$ cat src/rtl/dual_issue_launch_ctrl_pkg.sv
// Shared constants for the dual-issue launch controller: line widths,
// decode-info field offsets and the serialisation FSM state encodings.
package dual_issue_launch_ctrl_pkg;

  localparam int LINE_W        = 128;
  localparam int INFO_W        = 22;
  localparam int DOUBLE_LAUNCH = 1;

  // info = {is_serial, is_md, is_mem, is_br, rk_re, rk, rj_re, rj, rd_we, rd}
  localparam int RD_LSB        = 0;
  localparam int RD_WE_BIT     = 5;
  localparam int RJ_LSB        = 6;
  localparam int RJ_RE_BIT     = 11;
  localparam int RK_LSB        = 12;
  localparam int RK_RE_BIT     = 17;
  localparam int IS_BR_BIT     = 18;
  localparam int IS_MEM_BIT    = 19;
  localparam int IS_MD_BIT     = 20;
  localparam int IS_SERIAL_BIT = 21;

  typedef enum logic [1:0] {
    ST_NORMAL = 2'd0,
    ST_DRAIN  = 2'd1,
    ST_HOLD   = 2'd2
  } launch_state_e;

endpackage

$ cat src/rtl/dual_issue_launch_ctrl_pair_hazard_check.sv
// Decides whether line2 may launch in the same cycle as line1, looking only
// at the decode info of the two lines.
module pair_hazard_check
  import dual_issue_launch_ctrl_pkg::*;
(
  input  logic [INFO_W-1:0] line1_info,
  input  logic [INFO_W-1:0] line2_info,
  output logic              pair_legal
);

  logic [4:0] rd1;
  logic [4:0] rd2;
  logic [4:0] rj2;
  logic [4:0] rk2;
  logic       raw;
  logic       waw;
  logic       res_conflict;
  logic       unused_fields;

  // Source fields of line1 and the branch flag of line2 play no part in pairing.
  assign unused_fields = ^{line1_info[RK_RE_BIT:RJ_LSB], line2_info[IS_BR_BIT]};

  always_comb begin
    rd1 = line1_info[RD_LSB +: 5];
    rd2 = line2_info[RD_LSB +: 5];
    rj2 = line2_info[RJ_LSB +: 5];
    rk2 = line2_info[RK_LSB +: 5];
    raw = line1_info[RD_WE_BIT] && (rd1 != 5'd0) &&
          ((line2_info[RJ_RE_BIT] && (rj2 == rd1)) ||
           (line2_info[RK_RE_BIT] && (rk2 == rd1)));
    waw = line1_info[RD_WE_BIT] && line2_info[RD_WE_BIT] &&
          (rd1 != 5'd0) && (rd1 == rd2);
    res_conflict = (line1_info[IS_MEM_BIT] && line2_info[IS_MEM_BIT]) ||
                   (line1_info[IS_MD_BIT] && line2_info[IS_MD_BIT]);
    pair_legal = !raw && !waw && !res_conflict && !line1_info[IS_BR_BIT] &&
                 !line1_info[IS_SERIAL_BIT] && !line2_info[IS_SERIAL_BIT];
  end

endmodule

$ cat src/rtl/dual_issue_launch_ctrl.sv
// Launch controller between the IF/ID queue and ID/EXE: picks two, one or zero
// instructions per cycle and registers the launched pair into a one-entry stage.
module dual_issue_launch_ctrl
  import dual_issue_launch_ctrl_pkg::*;
#(
  parameter int LINE_W        = dual_issue_launch_ctrl_pkg::LINE_W,
  parameter int INFO_W        = dual_issue_launch_ctrl_pkg::INFO_W,
  parameter int DOUBLE_LAUNCH = dual_issue_launch_ctrl_pkg::DOUBLE_LAUNCH
) (
  input  logic                clk,
  input  logic                rst_n,
  input  logic                branch_flush_i,
  input  logic                excep_flush_i,
  input  logic                line1_valid_i,
  input  logic                line2_valid_i,
  input  logic [INFO_W-1:0]   line1_info_i,
  input  logic [INFO_W-1:0]   line2_info_i,
  input  logic [2*LINE_W-1:0] from_queue_ibus,
  input  logic                next_allowin_i,
  input  logic                pipe_empty_i,
  input  logic                serial_done_i,
  output logic                double_valid_inst_lunch_flag_o,
  output logic                single_valid_inst_lunch_flag_o,
  output logic                zero_valid_inst_lunch_flag_o,
  output logic                line1_valid_o,
  output logic                line2_valid_o,
  output logic [2*LINE_W-1:0] to_next_obus,
  output logic                error_o
);

  launch_state_e state;
  logic flush;
  logic out_ready;
  logic line_err;
  logic l1_serial;
  logic can_launch;
  logic pair_legal;
  logic double_ok;
  logic launch_double;
  logic launch_single;

  pair_hazard_check u_pair_hazard_check (
    .line1_info (line1_info_i),
    .line2_info (line2_info_i),
    .pair_legal (pair_legal)
  );

  // Launch decision; consumed by the queue at the same edge.
  always_comb begin
    flush         = !rst_n || branch_flush_i || excep_flush_i;
    out_ready     = !line1_valid_o || next_allowin_i;
    line_err      = line2_valid_i && !line1_valid_i;
    l1_serial     = line1_info_i[IS_SERIAL_BIT];
    can_launch    = !flush && out_ready && line1_valid_i && !line_err;
    double_ok     = (DOUBLE_LAUNCH != 0) && line2_valid_i && pair_legal;
    launch_double = 1'b0;
    launch_single = 1'b0;
    case (state)
      ST_NORMAL: begin
        if (can_launch && !l1_serial) begin
          if (double_ok) begin
            launch_double = 1'b1;
          end else begin
            launch_single = 1'b1;
          end
        end else begin
          launch_single = 1'b0;
        end
      end
      // The serial instruction leaves alone once everything ahead has drained.
      ST_DRAIN: begin
        if (can_launch && pipe_empty_i && !line1_valid_o) begin
          launch_single = 1'b1;
        end else begin
          launch_single = 1'b0;
        end
      end
      default: begin
        launch_single = 1'b0;
      end
    endcase
  end

  assign double_valid_inst_lunch_flag_o = launch_double;
  assign single_valid_inst_lunch_flag_o = launch_single;
  assign zero_valid_inst_lunch_flag_o   = !(launch_double || launch_single);
  assign error_o                        = rst_n && line_err;

  // Serialisation FSM and the one-entry output stage.
  always_ff @(posedge clk) begin
    if (flush) begin
      state         <= ST_NORMAL;
      line1_valid_o <= 1'b0;
      line2_valid_o <= 1'b0;
      to_next_obus  <= '0;
    end else begin
      case (state)
        ST_NORMAL: if (line1_valid_i && l1_serial) state <= ST_DRAIN;
        ST_DRAIN:  if (launch_single) state <= ST_HOLD;
        ST_HOLD:   if (serial_done_i) state <= ST_NORMAL;
        default:   state <= ST_NORMAL;
      endcase
      if (launch_double || launch_single) begin
        to_next_obus  <= from_queue_ibus;
        line1_valid_o <= 1'b1;
        line2_valid_o <= launch_double;
      end else if (next_allowin_i) begin
        line1_valid_o <= 1'b0;
        line2_valid_o <= 1'b0;
      end
    end
  end

endmodule

$ cat config.mk
export PLATFORM = sky130hd
export DESIGN_NAME = dual_issue_launch_ctrl
export DESIGN_NICKNAME = d
export VERILOG_FILES = /design/src/rtl/dual_issue_launch_ctrl_pkg.sv /design/src/rtl/dual_issue_launch_ctrl_pair_hazard_check.sv /design/src/rtl/dual_issue_launch_ctrl.sv
export SDC_FILE = /design/constraint.sdc
export NUM_CORES = 1
export LEC_CHECK = 0
export BUFFER_PORTS_ARGS = -buffer_cell sky130_fd_sc_hd__buf_2
export CAP_MARGIN = 20
export CORE_AREA = 2 2 222 224
export CTS_CLUSTER_DIAMETER = 150
export DETAILED_ROUTE_END_ITERATION = 16
export DIE_AREA = 0 0 224 226
export PLACE_DENSITY = 0.41
export SETUP_SLACK_MARGIN = 0.5
export SLEW_MARGIN = 5
export SYNTH_ARGS = -nofsm -noshare
export SYNTH_HDL_FRONTEND = slang
export SYNTH_SLANG_ARGS = --single-unit
$ cat constraint.sdc
create_clock -name clk -period 1.54 [get_ports clk]
set_clock_uncertainty 0.05 [all_clocks]
set_input_delay 0 -clock clk [delete_from_list [all_inputs] [get_ports clk]]
set_output_delay 0 -clock clk [all_outputs]
set_load 0.02 [all_outputs]
; Word-level counts from Yosys, hierarchy flattened
; Index checks and enable logic that the tools add are counted.
[word_totals]
out_inout_bits = 262
regBits = 260
word_cells = 72
input_bits = 309
[classes]
reduce_logical = 46
mux = 14
n_eq_ne = 8
[op_table]
columns = op, n
row1 = 1-bit logical AND, 24
row2 = 5-bit equality test, 3
row3 = 1-bit zero test, 12
row4 = 1-bit 2-to-1 mux, 9
row5 = 1-bit logical OR, 6
row6 = 2-bit 2-to-1 mux, 3
row7 = "2-bit != test, second input constant", 3
row8 = 2-bit one-hot mux with 3 select lines, 1
row9 = 5-bit nonzero test, 1
row10 = 3-bit AND reduction, 1
row11 = "2-bit by 1-bit equality test with 1-bit output, second input constant", 1
row12 = "2-bit equality test, second input constant", 1
row13 = 2-bit zero test, 1
row14 = 1-bit one-hot mux with 2 select lines, 1
row15 = 2-bit nonzero test, 1

; Logic depth before layout (Yosys ltp)
[logic_depth]
depth_word = 16
ltp_mapped = 9

; Cells and area by module
; Synthesis repeated with hierarchy kept, for this count alone.
[hier_totals]
hier_cells = 1170
area_unflattened_um2 = 10819.1
[modules_own_cells]
columns = module, area_per_inst_um2, cells_per_inst, n_inst
row1 = dual_issue_launch_ctrl, 10615.2, 1142, 1
row2 = pair_hazard_check, 203.9, 28, 1

; Worst setup path before layout
; OpenSTA, ideal clock, no wires.
[synth_path]
path_type = reg2reg
from = register line1_valid_o
to = register line2_valid_o
path_buffers = 1
period_less_slack_ps = 1841
slack_ps = -301
t_arrival_ps = 1659
stages_incl_launch_ff = 9
setup_time_ps = 132
path_cell_list = dfxtp_1 nor2b_1 nor4_2 nor2_1 nor2_2 inv_2 buf_2 a31oi_2 o21ai_1
[synth_between]
elab_chain_cells = 11
[synth_lines]
columns = element, line
row1 = from (decl), dual_issue_launch_ctrl.sv:25  ; output logic line1_valid_o,
row2 = from (signal assigned), dual_issue_launch_ctrl.sv:93  ; line1_valid_o <= 1'b0;
row3 = from (signal assigned), dual_issue_launch_ctrl.sv:105  ; line1_valid_o <= 1'b1;
row4 = from (signal assigned), dual_issue_launch_ctrl.sv:108  ; line1_valid_o <= 1'b0;
row5 = 1-bit zero test (*), "dual_issue_launch_ctrl.sv:51, dual_issue_launch_ctrl.sv:72"
row6 = 1-bit logical OR, dual_issue_launch_ctrl.sv:51  ; out_ready = !line1_valid_o || next_allowin_i;
row7 = 1-bit logical AND (3 in series), dual_issue_launch_ctrl.sv:54  ; can_launch = !flush && out_ready && line1_valid_i && !line_err;
row8 = 1-bit logical AND (2 in series), dual_issue_launch_ctrl.sv:72  ; if (can_launch && pipe_empty_i && !line1_valid_o) begin
row9 = 1-bit 2-to-1 mux, dual_issue_launch_ctrl.sv:72
row10 = 1-bit one-hot mux with 2 select lines (*), dual_issue_launch_ctrl.sv:58  ; case (state)
row11 = net single_valid_inst_lunch_flag_o, dual_issue_launch_ctrl.sv:23  ; output logic single_valid_inst_lunch_flag_o,
row12 = 1-bit logical OR (*), dual_issue_launch_ctrl.sv:103  ; if (launch_double || launch_single) begin
row13 = 1-bit 2-to-1 mux or 2-bit nonzero test (tied branches), -
row14 = to (signal assigned), dual_issue_launch_ctrl.sv:106  ; line2_valid_o <= launch_double;
row15 = to (decl), dual_issue_launch_ctrl.sv:26  ; output logic line2_valid_o,
; The timed path passes the listed nets; every way through them passes the cells marked *.
; A chain may end at the register's enable or synchronous reset.

; Worst setup path in the final report
[layout_path]
from = register state[1]
to = register to_next_obus[1]
[layout_between]
elab_chain_cells = 3
[layout_lines]
columns = element, line
row1 = from (decl), dual_issue_launch_ctrl.sv:31  ; launch_state_e state;
row2 = from (signal assigned), dual_issue_launch_ctrl.sv:92  ; state <= ST_NORMAL;
row3 = from (signal assigned), dual_issue_launch_ctrl.sv:98  ; ST_NORMAL: if (line1_valid_i && l1_serial) state <= ST_DRAIN;
row4 = from (signal assigned), dual_issue_launch_ctrl.sv:99  ; ST_DRAIN: if (launch_single) state <= ST_HOLD;
row5 = 2-bit by 1-bit equality test with 1-bit output or 2-bit zero test (tied branches), dual_issue_launch_ctrl.sv:58
row6 = 1-bit one-hot mux with 2 select lines or 1-bit 2-to-1 mux (tied branches), dual_issue_launch_ctrl.sv:58
row7 = 1-bit logical OR (*), dual_issue_launch_ctrl.sv:103
row8 = to (signal assigned), dual_issue_launch_ctrl.sv:104  ; to_next_obus <= from_queue_ibus;
row9 = to (decl), dual_issue_launch_ctrl.sv:27  ; output logic [2*LINE_W-1:0] to_next_obus,
; Mark *: on every way between the ends. The rest lies on a longest branch, timed or not.

==> metrics.cfg <==
[synth]
synth.mux.area_fraction_pct=0
synth_xor_area_share_pct=1.428
synth_fa_ha_area_share_pct=0
synth_edf_count=0
synth_compound_area_share_pct=14.89
syn_inst=1172
ys_ff_latch=260
synth_top_family_by_area=simple AND/OR/NAND/NOR gates
yosys.area_share.simple_pct=23.12
syn-cell-area_sq_um=9201
syn_nets=1481
yosysUniqueCellTypes=36
ys_warn_count=0
synth-async-reset-ratio_pct=0
avgSynthCellArea_sq_um=7.851
seq_area_frac_synth_pct=56.57
synthFlopType=dfxtp_1

[sta]
setup_viol=260
fmax_mhz=522.5
period_needed_ns=1.914
timing.hold.ws_ns=-0.2792
rsz0062_at_grt=true
maxSlewHeadroom_pct=68.56
finalCritPeriodShare_pct=124.3
worstMarginPinSlew_ns=0.4700
hold_violations=12
finalWorstSetupSlack_ns=-0.3739
maxSlewViolCount=0

[drt]
drt_iter0_drc=302
vias_per_cell=4.207
dr.pass1.iters=4
wl_per_cell_um=15.53
wl_um=42240
drtAntennaViolNets=0
dr_total_vias=11440
drc=0

[critical_path]
setup.worst_path.start_class=flip-flop
timing.rr.end=to_next_obus[1]
critPathRequiredTime_ns=1.99
reg2reg_slack_ns=-0.37
reg2reg_from=state[1]
ff2ff_path_depth=10
cp.arrival_ns=2.37
path_class=flip-flop to flip-flop
worstPathMaxFanout=7
end_kind=flip-flop

[outcome]
violations=negative hold slack, negative setup slack
outcome=finished, violations left

[finish]
fin_cells=2720
fill_cells=4868
layout-drive-gt1-share_pct=48.28
regArea_sq_um=5211
layout_commonest_cell=buf_2
final_util_pct=40.45
area_growth_pct=112.5
final_nets=2385
mostFrequentLayoutCells=buf_2, nand2_1, dlygate4sd3_1, dfxtp_1, a21oi_2
diodes=0
multi_input_area_sq_um=4943

[cts]
cts_tree=built
clk_pin_slew_ns=0.06
cts.sinks=260
cts_buffers=30
h-tree-depth=1
root_buffer=clkbuf_16
clk_latency_ns=0.56
cts.path.max_buffers=3
postCtsHoldBufs=260

[placement]
io_buffers=557
placed_cells=2340
hpwl_um=27670
post-place-ws_ns=-0.2574
gp_congestion=0.8433

[global_route]
grt_util_met2_pct=25.63
grt_use_met1_pct=17.82
grt_max_degree=40
met3_usage_pct=3.617
antenna_found_initial=0
grt-ovfl-total=0
top_usage_layer=met2
grt_usage_pct=14.74
grt_pass1_wl_um=59710
grt_pass1_vias=10860

[die]
die_area_sq_um=50620
fp-row-count=81
start_util_pct=19.03
dieHeight_um=226
core_region_area_sq_um=48340
die_w_um=224
ios=571

[power]
p_sw_share_pct=23.42
power.density_nw_per_um2=781.8
ir_drop_v=0.0008693
combPwrFrac_pct=11.1
switchingPower_mw=3.580
power_leakage_nw=8.618
pwr-share-clk_pct=44.7
p_int_mw=11.71
seq_power_share_pct=44.1

[worst_hold_path]
hold_start=next_allowin_i
hold_class=input pin to flip-flop
hold_end=line2_valid_o
hold_depth=3

[job]
cap_violations=0

## through the flow
step                      power [mW]  TNS, ns  area [sq um]
after detailed placement       7.764   -46.22         13330
after CTS                      15.30   -78.45         17610
after global placement         7.760   -38.62         13330
after global routing           15.90  -112.15         19550
final                          15.29   -77.42         19550
after floorplan                7.165   -7.169          9375
## final cells by class
type | count | area share (%)
inverters | 1 | 0.05759
repair buffers | 957 | 39.28
multi-input cells | 826 | 25.28
well taps | 622 | 3.980
clock inverters | 4 | 0.1024
flip-flops and latches | 260 | 26.65
clock buffers | 50 | 4.639
## how the worst max path moves through the flow
stage,start,endpoint,slack [ns],cells past startpoint
6_report,state[1],to_next_obus[1],-0.37,10
4_1_cts,state[1],zero_valid_inst_lunch_flag_o,-0.40,6
2_1_floorplan,line1_valid_o,line2_valid_o,-0.07,8
3_5_place_dp,state[1],to_next_obus[8],-0.26,7
5_1_grt,line1_valid_o,to_next_obus[16],-0.50,11
3_3_place_gp,state[1],to_next_obus[50],-0.22,7
## routing by layer
layer,share of wire (%),wire length (um)
met5,0,0
met3,6.9,2928
met4,2.5,1056
met1,41,17370
met2,49,20880
## sequential cells by signal, summed over array words and instances, names as in the netlist
| register | cells |
|---|---|
| state | 2 |
| line1_valid_o | 1 |
| to_next_obus | 256 |
| line2_valid_o | 1 |
## power by group through the flow
stage,Clock [mW],Sequential (mW),Combinational (mW)
after floorplan,0,6.91,0.250
after global placement,0,6.90,0.865
after detailed placement,0,6.90,0.868
after CTS,7.07,6.75,1.49
after global routing,7.34,6.75,1.81
final,6.84,6.75,1.70
## worst max-delay path: stages (launching register included)
cell and delay [ns]:
dfxtp_2 0.34, nor4_4 0.30, nor2_2 0.08, nor2_4 0.17
buf_6 0.13, buf_12 0.16, buf_16 0.16, buf_12 0.12
clkbuf_16 0.15, nand2_1 0.06, a21oi_1 0.11
## timing repair
action	4_1_cts	5_1_grt
resized for setup	39	387
gates cloned	15	12
buffers inserted	13	26
endpoints found under the hold margin	260	6
pin swaps	1	187
setup endpoints to repair	520	521
## logic make-up (layout without fill, tap and decap cells)
kind of cell,count (synthesis),count (layout)
and+or+nand+nor,545,545
AOI/OAI and AO/OA,266,266
DFF,260,260
buffers and inverters,86,1012
xor gates and xnor gates,15,15
## synth_stat cells, types with 2 or more instances
master	count	share of area, %
clkbuf_1	53	2.2
nand2_1	518	21
a21oi_1	256	14
dfxtp_1	260	57
buf_4	3	0.24
nor2_1	7	0.29
nand4_1	3	0.20
xor2_1	4	0.38
nor2b_1	3	0.20
buf_2	27	1.5
xnor2_1	11	1.0
buf_1	2	0.082
o21ai_1	2	0.11
Power figures use the tool's default switching activity.
